<file path="src/rtl/uart_baud_gen_if.sv">
// Purpose : bundles the control inputs and strobe outputs of the UART baud-tick generator.
// Latency : none, wiring only.
// Backpressure: none; every strobe is a one-cycle pulse with no handshake.
// Ports   : EN, INC_LOAD, INC_IN, RX_RESYNC (controller -> generator);
//           TICK_OVS, TICK_TX, RX_SAMPLE, RX_PHASE (generator -> controller).
interface uart_baud_gen_if #(
  parameter int N   = 16,
  parameter int OVS = 16
);
  localparam int CW = $clog2(OVS);

  logic          EN;
  logic          INC_LOAD;
  logic [N-1:0]  INC_IN;
  logic          RX_RESYNC;
  logic          TICK_OVS;
  logic          TICK_TX;
  logic          RX_SAMPLE;
  logic [CW-1:0] RX_PHASE;

  modport master (
    output EN, INC_LOAD, INC_IN, RX_RESYNC,
    input  TICK_OVS, TICK_TX, RX_SAMPLE, RX_PHASE
  );

  modport slave (
    input  EN, INC_LOAD, INC_IN, RX_RESYNC,
    output TICK_OVS, TICK_TX, RX_SAMPLE, RX_PHASE
  );
endinterface

</file>
<file path="src/rtl/uart_baud_gen.sv">
// Purpose : NCO baud-tick generator: oversample tick, TX bit tick, RX mid-bit sample strobe.
// Latency : strobes are registered; each is high the cycle after the edge whose carry produced it.
// Backpressure: none; strobes are unconditional one-cycle enables, nothing is held or queued.
// Ports   : CLK, RST (async, active high) plain; bus (slave) carries EN, INC_LOAD, INC_IN,
//           RX_RESYNC in and TICK_OVS, TICK_TX, RX_SAMPLE, RX_PHASE out.
module uart_baud_gen #(
  parameter int          N           = 16,
  parameter int          OVS         = 16,
  parameter int unsigned DEFAULT_INC = 1
) (
  input  logic           CLK,
  input  logic           RST,
  uart_baud_gen_if.slave bus
);

  localparam int CW = $clog2(OVS);
  localparam logic [CW-1:0] CNT_MAX = CW'(OVS - 1);
  localparam logic [CW-1:0] CNT_MID = CW'(OVS / 2 - 1);
  localparam logic [N-1:0]  INC_RST = N'(DEFAULT_INC);

  typedef enum logic {
    IDLE = 1'b0,
    RUN  = 1'b1
  } state_t;

  state_t        state_q, state_d;
  logic [N-1:0]  acc_q, acc_d;
  logic [N-1:0]  inc_q, inc_d;
  logic [CW-1:0] tx_cnt_q, tx_cnt_d;
  logic [CW-1:0] rx_cnt_q, rx_cnt_d;
  logic          tick_ovs_q, tick_ovs_d;
  logic          tick_tx_q, tick_tx_d;
  logic          rx_sample_q, rx_sample_d;
  logic [N:0]    sum;

  always_comb begin
    // Carry out of the N+1-bit sum is the oversample event.
    sum         = {1'b0, acc_q} + {1'b0, inc_q};
    state_d     = state_q;
    acc_d       = acc_q;
    inc_d       = inc_q;
    tx_cnt_d    = tx_cnt_q;
    rx_cnt_d    = rx_cnt_q;
    tick_ovs_d  = 1'b0;
    tick_tx_d   = 1'b0;
    rx_sample_d = 1'b0;

    // Increment may be reloaded in any state; this edge's addition still uses inc_q.
    if (bus.INC_LOAD) begin
      inc_d = bus.INC_IN;
    end

    case (state_q)
      IDLE: begin
        acc_d    = '0;
        tx_cnt_d = '0;
        rx_cnt_d = '0;
        if (bus.EN) begin
          state_d = RUN;
        end
      end
      RUN: begin
        if (!bus.EN) begin
          state_d  = IDLE;
          acc_d    = '0;
          tx_cnt_d = '0;
          rx_cnt_d = '0;
        end else begin
          acc_d      = sum[N-1:0];
          tick_ovs_d = sum[N];
          if (sum[N]) begin
            tick_tx_d   = (tx_cnt_q == CNT_MAX);
            tx_cnt_d    = (tx_cnt_q == CNT_MAX) ? '0 : tx_cnt_q + CW'(1);
            rx_sample_d = (rx_cnt_q == CNT_MID);
            rx_cnt_d    = (rx_cnt_q == CNT_MAX) ? '0 : rx_cnt_q + CW'(1);
          end
          // Resync only restarts the RX bit phase; it overrides a coincident carry
          // so the first sample lands OVS/2 carries after the start-bit edge.
          if (bus.RX_RESYNC) begin
            rx_cnt_d    = '0;
            rx_sample_d = 1'b0;
          end
        end
      end
      default: begin
        state_d = IDLE;
      end
    endcase
  end

  always_ff @(posedge CLK or posedge RST) begin
    if (RST) begin
      state_q     <= IDLE;
      acc_q       <= '0;
      inc_q       <= INC_RST;
      tx_cnt_q    <= '0;
      rx_cnt_q    <= '0;
      tick_ovs_q  <= 1'b0;
      tick_tx_q   <= 1'b0;
      rx_sample_q <= 1'b0;
    end else begin
      state_q     <= state_d;
      acc_q       <= acc_d;
      inc_q       <= inc_d;
      tx_cnt_q    <= tx_cnt_d;
      rx_cnt_q    <= rx_cnt_d;
      tick_ovs_q  <= tick_ovs_d;
      tick_tx_q   <= tick_tx_d;
      rx_sample_q <= rx_sample_d;
    end
  end

  assign bus.TICK_OVS  = tick_ovs_q;
  assign bus.TICK_TX   = tick_tx_q;
  assign bus.RX_SAMPLE = rx_sample_q;
  assign bus.RX_PHASE  = rx_cnt_q;

endmodule

</file>
<file path="src/flat_wrapper.sv">
// flat-port wrapper written by rule: the top's interface ports become plain ports
module uart_baud_gen_flat 
#(
  parameter int          N           = 16,
  parameter int          OVS         = 16,
  parameter int unsigned DEFAULT_INC = 1
)
  (CLK, RST, bus_EN, bus_INC_LOAD, bus_INC_IN, bus_RX_RESYNC, bus_TICK_OVS, bus_TICK_TX, bus_RX_SAMPLE, bus_RX_PHASE);
  uart_baud_gen_if #(.N(N), .OVS(OVS)) bus_i ();
  input  logic CLK;
  input  logic RST;
  input wire logic [$bits(bus_i.EN)-1:0] bus_EN;
  input wire logic [$bits(bus_i.INC_LOAD)-1:0] bus_INC_LOAD;
  input wire logic [$bits(bus_i.INC_IN)-1:0] bus_INC_IN;
  input wire logic [$bits(bus_i.RX_RESYNC)-1:0] bus_RX_RESYNC;
  output wire logic [$bits(bus_i.TICK_OVS)-1:0] bus_TICK_OVS;
  output wire logic [$bits(bus_i.TICK_TX)-1:0] bus_TICK_TX;
  output wire logic [$bits(bus_i.RX_SAMPLE)-1:0] bus_RX_SAMPLE;
  output wire logic [$bits(bus_i.RX_PHASE)-1:0] bus_RX_PHASE;
  assign bus_i.EN = bus_EN;
  assign bus_i.INC_LOAD = bus_INC_LOAD;
  assign bus_i.INC_IN = bus_INC_IN;
  assign bus_i.RX_RESYNC = bus_RX_RESYNC;
  assign bus_TICK_OVS = bus_i.TICK_OVS;
  assign bus_TICK_TX = bus_i.TICK_TX;
  assign bus_RX_SAMPLE = bus_i.RX_SAMPLE;
  assign bus_RX_PHASE = bus_i.RX_PHASE;
  uart_baud_gen #(.N(N), .OVS(OVS), .DEFAULT_INC(DEFAULT_INC)) u_core (.CLK(CLK), .RST(RST), .bus(bus_i));
endmodule
</file>
<file path="config.mk">
export PLATFORM = sky130hd
export DESIGN_NAME = uart_baud_gen_flat
export DESIGN_NICKNAME = d
export VERILOG_FILES = /design/src/rtl/uart_baud_gen_if.sv /design/src/rtl/uart_baud_gen.sv /design/src/flat_wrapper.sv
export SDC_FILE = /design/constraint.sdc
export NUM_CORES = 1
export LEC_CHECK = 0
export BUFFER_PORTS_ARGS = -buffer_cell sky130_fd_sc_hd__buf_4
export CAP_MARGIN = 5
export CORE_MARGIN = 4
export CORE_UTILIZATION = 60
export CTS_BUF_LIST = sky130_fd_sc_hd__clkbuf_8
export DETAILED_ROUTE_END_ITERATION = 7
export GPL_TIMING_DRIVEN = 0
export PLACE_DENSITY = 0.82
export SLEW_MARGIN = 20
export SYNTH_ARGS = -nofsm -noshare
export SYNTH_HDL_FRONTEND = slang
export SYNTH_SLANG_ARGS = --single-unit
</file>
<file path="constraint.sdc">
create_clock -name CLK -period 2.9 [get_ports CLK]
set_clock_uncertainty 0.15 [all_clocks]
set_input_delay 0.435 -clock CLK [delete_from_list [all_inputs] [get_ports CLK]]
set_output_delay 0.435 -clock CLK [all_outputs]
set_load 0.01 [all_outputs]
</file>
Word level (Yosys, flattened, before mapping)
Cells that the tools add are included.

operators by class
  $add $sub $neg = 3
  multipliers = 0
  div/mod/pow operators = 0
  $lt $le $gt $ge = 0
  equality and inequality tests = 5
  shift-type cells = 0
  mux-type cells = 21
  bitwise logic cells = 1
  reduce and logical (&&, ||, !) cells = 0

operator list
  kind                                           number
  case mux 16 bit (2 select lines)               1
  two-way mux 4 bit                              7
  adder 16 x 16 -> 17 bit                        1
  two-way mux 16 bit                             1
  case mux 4 bit (2 select lines)                2
  two-way mux 1 bit                              10
  adder 4 x 1 -> 4 bit, second input constant    2
  == test 4 bit, second input constant           2
  == test 4 x 3 -> 1 bit, second input constant  1
  != test 4 bit, second input constant           1
  != test 3 bit, second input constant           1
  NOT 1 bit                                      1

word-level totals
  bits in registers = 44
  latch bits = 0
  memory bits (writable) = 0
  memory bits (read-only) = 0
  input port bits = 21
  output and inout port bits = 7
  logic and storage cells = 38
  memories kept = 0

Longest topological paths before layout
Gate-level depths: netlist (run 1).

  word-level depth = 6
  depth in mapped cells = 9
  depth with buffers taken out = 8

Worst setup path after synthesis (run 1)
No wires, ideal clock.

  kind = flip-flop to flip-flop
  start point = reg u_core.inc_q[0]
  end point = reg u_core.rx_cnt_q[3], in the netlist u_core.bus.RX_PHASE[3]
  library setup time = 95 ps
  arrival time = 2154 ps
  data required time = 2655 ps
  setup slack = 501 ps
  cell stages (with the launch flop) = 10
  buffers on the path = 1
  period minus slack after synthesis = 2399 ps
  cell sequence = dfstp_2 -> ha_1 -> fa_1 -> a211oi_2 -> o21ai_2 -> a31o_1 -> a31o_2 -> buf_6 -> a31o_1 -> o31ai_1

on the way
  word-level cells in the longest chain between the ends = 2

ends and longest elaborated chain
  item                            line                  RTL
  start, declared                 uart_baud_gen.sv:28   logic [N-1:0] inc_q, inc_d;
  start signal, assigned          uart_baud_gen.sv:104  inc_q <= inc_d;
  adder 16 x 16 -> 17 bit         uart_baud_gen.sv:38   sum = {1'b0, acc_q} + {1'b0, inc_q};
  != test 4 bit (no source line)  --
  end signal, assigned            uart_baud_gen.sv:106  rx_cnt_q <= rx_cnt_d;
  end, declared                   uart_baud_gen.sv:30   logic [CW-1:0] rx_cnt_q, rx_cnt_d;

No other way between the ends.
A chain may end at the register's enable or synchronous reset.

Worst setup path after layout (run 1)
Ends and elaborated chain as after synthesis.

==> summary.md, run 1 <==
| Metric | Value |
|---|---|
| Post-synth top cells | dfrtp_1, a21oi_1, nor2_1, ha_1, mux2_2 |
| Std-Cell Rows | 22 |
| H-tree Lvls | 2 |
| Leak | 1.37 nW |
| Reg-to-Reg End | u_core.bus.RX_PHASE[3] |
| Flop2flop setup slack | 310 ps |
| Num ports | 28 |
| Core box area | 3800 um2 |
| Number of diodes | 0 |
| Starting Density | 0.645 |
| Cell Area, Synth | 2450 um2 |
| Setup TNS | 0 ps |
| Worst path depth | 9 |
| Post-synth ARST share | 1.00 |
| Critical Path RT | 2950 ps |
| Fraction of synthesized cell area in xor and xnor cells | 0.0250 |
| Mapped Cells | 228 |
| Share of cells above drive strength 1 | 0.251 |
| Top-count cell post-synth | dfrtp_1 |
| Sw frac | 0.298 |
| Synth top area share | 0.439 |
| Root Driver | clkbuf_8 |
| Logic pwr share | 0.279 |
| CP endpoint | u_core.bus.RX_PHASE[3] |
| Die Ht | 71.9 um |
| CP cell instances | ha_1 > fa_1 > a211oi_2 > o21ai_2 > a31o_1 > a31o_2 > buf_6 > a31o_1 > o31ai_1 |
| Critical path's top delay family | compound AO/OA/AOI/OAI gates |
| Sw Pwr | 438 uW |
| Total track usage | 0.203 |
| Synth Area in Simple Gates | 0.124 |
| Largest family of logic cells by synthesized area | compound AO/OA/AOI/OAI gates |
| Syn Area/Cell | 10.7 um2 |
| Hold WC Path Type | in2async |
| PD cells | 522 nW/um2 |
| Synth Net Count | 268 |
| Buf+Inv Stages, Crit Path | 1 |
| Clock sinks | 44 |
| Crit. Startpoint | u_core.inc_q[0] |
| Nets@finish | 302 |
| Fin crit period | 2590 ps |
| Setup crit start kind | flop |
| Post-synth cell types | 49 |
| Maximum buffer depth of the clock tree | 2 |
| Status | complete, no violations |
| Sequential share of power | 0.465 |
| Worst R2R Start | u_core.inc_q[0] |
| Chip width | 71.9 um |
| Tcrit/Tclk final | 0.892 |
| Clk_lat worst skew | 290 ps |
| Hold-fix buffers, CTS | 0 |
| Crit Path Class | reg2reg |
| Initial antenna violation count | 0 |
| Antenna Nets Post-Route | 0 |
| Routability cong. | 0.840 |
| Clock Power Share | 0.256 |
| TritonCTS Buffers | 5 |
| Max cap viols | 0 |
| Synth top area cells | dfrtp_1, ha_1, mux2_2 |
| Synth warnings | 0 |
| Final Util | 0.743 |
| Fmax | 386 MHz |
| Relative slew slack | 0.565 |
| Via-to-Cell Ratio | 5.90 |
| Worst setup EP type | flop |
| CTS-repair resized insts | 0 |
| Worst endpoint data arrival time | 2640 ps |
| Pwr Total | 1.47 mW |
| Max stage delay cell, worst path | fa_1 |
| Drt total wl | 4770 um |
| Synth Flop Type | dfrtp_1 |
| Wirelength per Cell | 15.3 um |
| Post-CTS Setup Bufs | 0 |
| DIE AREA | 5170 um2 |
| Mux contribution to synthesized area | 0.0899 |
| Final hold violations | 0 |
| Setup violations, final | 0 |
| Synth Area in Compound Gates | 0.178 |
| Register area share after synthesis | 0.450 |
| Reg2Reg Depth | 9 |
| Area Overhead vs Synth | 15.2% |
| RSZ-0062 raised after global routing | no |
| Detailed-router iteration count before antenna repair | 4 |
| Gr ovfl total | 0 |
| Largest net degree at the start of global routing | 25 |
| Clock slew at reported path FFs | 80 ps |
| PortBufs | 26 |
| Worst-margin pin slew | 652 ps |
| #FFs+latches synth | 44 |
| Top cell by count, worst path | a31o_1 |
| Via count | 1,834 |
| Detailed Route Iter0 Violations | 146 |
| Drc violations | 0 |
| First-pass GRT wire length | 8210 um |
| Crit Path Max Fanout | 10 |
| Post-Synth Adder-Cell Area | 0.100 |
| Internal Power | 1.03 mW |
| TritonCTS clock tree | done |
| Cell taking the most area after synthesis | dfrtp_1 |
| VDD IR max | 0.368 mV |
| Critical Path Max Stage Delay | 450 ps |
| Post-synth EDFFs | 0 |
| Vias in the first global route | 1,842 |
| Post-detail-place hpwl | 3600 um |
| Max Slew Vio Count | 0 |
## metal layers
layer | track usage | share of wire
met2 | 0.360 | 0.52
met5 | 0 | 0
met1 | 0.243 | 0.43
met3 | 0.0463 | 0.040
met4 | 0.0626 | 0.014
## cell usage in the layout (no fill, tap or decap), types with 9 or more instances in the layout
master / netlist / final
dfrtp_1: 43 / 43
buf_4: 0 / 26
a21oi_1: 19 / 19
nor2_1: 19 / 19
ha_1: 18 / 18
mux2_2: 16 / 16
nand2_1: 12 / 12
inv_1: 9 / 10
nor3_1: 9 / 9
## cells by family (layout without fill, tap and decap cells)
kind of cell	after synthesis	count (layout)
AND/OR/NAND/NOR	62	62
AO/OA/AOI/OAI	61	61
flip-flops	44	44
multiplexers	20	20
adder cells (fa/ha/maj)	19	19
buffers and inverters	15	50
XOR/XNOR	7	7
## power by group through the flow
stage / Clock [mW] / Sequential (mW) / Combinational [mW]
2_1_floorplan: 0 / 0.690 / 0.313
3_3_place_gp: 0 / 0.695 / 0.389
3_5_place_dp: 0 / 0.697 / 0.407
4_1_cts: 0.388 / 0.685 / 0.410
5_1_grt: 0.411 / 0.690 / 0.458
6_report: 0.377 / 0.684 / 0.410
## metrics by stage
step | hold WS (ps) | instances | setup slack [ps] | cell area, um2
4_1_cts | 19.7 | 311 | 302 | 2820
3_5_place_dp | 340 | 303 | 326 | 2730
6_report | 7.53 | 311 | 312 | 2820
3_3_place_gp | 354 | 302 | 325 | 2700
2_1_floorplan | 316 | 228 | 501 | 2450
5_1_grt | 54.9 | 311 | 225 | 2820
## worst min path at each step
stage                                 from                to
after floorplan                     bus_EN    u_core.state_q
after global placement    u_core.inc_q[11]  u_core.inc_q[11]
after detailed placement               RST   u_core.inc_q[9]
after CTS                              RST   u_core.inc_q[9]
after global routing                   RST   u_core.inc_q[9]
final                                  RST   u_core.inc_q[9]
## sequential cells by signal, summed over array words and instances (netlist names)
signal,cells
u_core.state_q,1
u_core.acc_q,16
u_core.tx_cnt_q,4
u_core.bus.TICK_OVS,1
u_core.bus.RX_SAMPLE,1
u_core.bus.TICK_TX,1
u_core.bus.RX_PHASE,4
u_core.inc_q,16
## worst register-to-register path: stages (launching register included)
cell,delay [ps]
dfstp_2,370
ha_1,240
fa_1,450
a211oi_2,240
o21ai_2,130
a31o_1,260
a31o_2,240
buf_6,150
a31o_1,210
o31ai_1,60
## cell type report
type	count	area, um2
Timing Repair Buffer	27	223
Sequential cell	44	1100
Inverter	9	33.8
Clock inverter	2	7.51
Buffer	6	46.3
Clock buffer	6	82.6
Fill cell	295	977
Tap cell	48	60.1
Multi-Input combinational cell	169	1270
Power figures use the tool's default switching activity.
==> run 2, diff against run 1 <==
Settings changed: CORE_MARGIN 4 to not set.
==> run 2 against run 1 <==
Critical path depth unchanged. Clock power increased by 19%. Utilization increased by 0.46 points. Setup slack got worse by 59 ps. Largest cell class unchanged. Count of clock-buffer cells in the layout decreased by 1. Maximum frequency decreased by 2.2%. Wire length decreased by 0.21%. First-iteration DRC count decreased by 17%. Final area increased by 0.62%. Combinational power about the same. Die area decreased by 16%. Register-to-register slack got worse by 60 ps.
==> summary.md, run 2 (synthesis gave the netlist of run 1 again) <==
| Metric | Value |
|---|---|
| Total track usage | 0.252 |
| Via count | 1,829 |
| Sw Pwr | 446 uW |
| Pwr Total | 1.54 mW |
| Crit Path Max Fanout | 10 |
| DIE AREA | 4340 um2 |
| PD cells | 544 nW/um2 |
| Final Util | 0.747 |
| Core box area | 3800 um2 |
| Setup crit start kind | flop |
| TritonCTS Buffers | 5 |
| Hold-fix buffers, CTS | 0 |
| First-pass GRT wire length | 8260 um |
| Max Slew Vio Count | 0 |
| CTS-repair resized insts | 0 |
| Sw frac | 0.289 |
| Leak | 1.37 nW |
| Clock slew at reported path FFs | 80 ps |
| Most common cell after layout, fill and taps aside | dfrtp_1 |
| Status | complete, no violations |
| CP cell instances | ha_1 > fa_1 > a211oi_2 > o21ai_2 > a31o_1 > a31o_2 > buf_6 > a31o_1 > o31ai_1 |
| Num ports | 28 |
| Post-detail-place hpwl | 3630 um |
| Max stage delay cell, worst path | fa_1 |
| Tcrit/Tclk final | 0.913 |
| Detailed-router iteration count before antenna repair | 4 |
| Fin Hold WS | 0.143 ps |
| Setup TNS | 0 ps |
| Post-CTS Setup Bufs | 0 |
| Die Ht | 65.9 um |
| VDD IR max | 0.433 mV |
| Max cap viols | 0 |
| Number of diodes | 0 |
| Top cell by count, worst path | a31o_1 |
| Drc violations | 0 |
| Fmax | 378 MHz |
| Fin crit period | 2650 ps |
| Initial antenna violation count | 0 |
| Setup violations, final | 0 |
| Area Overhead vs Synth | 15.9% |
| Via-to-Cell Ratio | 5.88 |
| Routability cong. | 0.895 |
| Antenna Nets Post-Route | 0 |
| Std-Cell Rows | 22 |
| Logic pwr share | 0.265 |
| Critical Path RT | 2940 ps |
| Share of cells above drive strength 1 | 0.255 |
| Critical Path Max Stage Delay | 470 ps |
| Vias in the first global route | 1,838 |
| Clock Power Share | 0.291 |
| Worst-margin pin slew | 552 ps |
| Sequential share of power | 0.444 |
| Worst endpoint data arrival time | 2690 ps |
| Worst setup EP type | flop |
| Clock sinks | 44 |
| Largest net degree at the start of global routing | 25 |
| Drt total wl | 4760 um |
| Chip width | 65.9 um |
| Starting Density | 0.645 |
| RSZ-0062 raised after global routing | no |
| Gr ovfl total | 0 |
| Maximum buffer depth of the clock tree | 2 |
| Critical path's top delay family | compound AO/OA/AOI/OAI gates |
| Hold WC Path Type | in2async |
| Detailed Route Iter0 Violations | 121 |
| Crit Path Class | reg2reg |
| Relative slew slack | 0.632 |
| Clk_lat worst skew | 300 ps |
| Nets@finish | 302 |
| Wirelength per Cell | 15.3 um |
| TritonCTS clock tree | done |
| Regs by FF count | u_core.acc_q: 16 flops, u_core.inc_q: 16 flops |
| H-tree Lvls | 2 |
| Most frequent cells in the layout | dfrtp_1, buf_4, a21oi_1, nor2_1, ha_1 |
| PortBufs | 26 |
| Root Driver | clkbuf_8 |
| Final hold violations | 0 |
| Internal Power | 1.10 mW |
| Buf+Inv Stages, Crit Path | 1 |
-- run 2: changes by cell type in the layout (fill, tap and decap cells not counted) --
cell,change
bufinv_16,+1
clkbuf_8,-1
clkinv_2,+1
inv_1,-1
-- run 2: final cells by class --
type / count / area (um2)
buffer: 6 / 46.3
fill: 282 / 960
clock inverter: 3 / 38.8
sequential: 44 / 1100
tap: 48 / 60.1
inverter: 9 / 33.8
timing repair buffer: 27 / 223
multi-input combinational: 169 / 1270
clock buffer: 5 / 68.8
-- run 2: path summary, 6_finish.rpt --
path	startpoint	endpoint	slack, ps	cells past startpoint
min	RST	u_core.inc_q[9]	0.1	2
max	u_core.inc_q[0]	u_core.bus.RX_PHASE[3]	250	9
min reg2reg	u_core.inc_q[11]	u_core.inc_q[11]	370	1
max reg2reg	u_core.inc_q[0]	u_core.bus.RX_PHASE[3]	250	9
max in group asynchronous	RST	u_core.inc_q[0]	2030	3
min in group CLK	bus_EN	u_core.state_q	130	1
-- run 2: through the flow --
stage	area (um2)	worst slack [ps]	cells
after floorplan	2450	501	228
after global placement	2700	338	302
after detailed placement	2730	267	303
after CTS	2840	236	311
after global routing	2840	164	311
final	2840	254	311
-- run 2: layer usage --
metal / routed length, um / up-vias / part of all wire / GRT usage
li1: - / 915 / - / -
met1: 2140 / 874 / 0.45 / 0.324
met2: 2410 / 35 / 0.51 / 0.420
met3: 167 / 5 / 0.035 / 0.0552
met4: 35 / 0 / 0.0074 / 0.0788
met5: 0 / - / 0 / 0
-- run 2: power groups by stage --
stage	combinational [mW]	sequential, mW	clock [mW]
4_1_cts	0.409	0.686	0.460
5_1_grt	0.458	0.691	0.483
3_3_place_gp	0.391	0.695	0
6_report	0.408	0.686	0.450
2_1_floorplan	0.313	0.690	0
3_5_place_dp	0.405	0.698	0
-- run 2: worst register-to-register path: stages (launching register included) --
cell and delay, ps:
dfstp_2 370, ha_1 240, fa_1 470, a211oi_2 260, o21ai_2 130, a31o_1 260, a31o_2 240, buf_6 150
a31o_1 200, o31ai_1 70
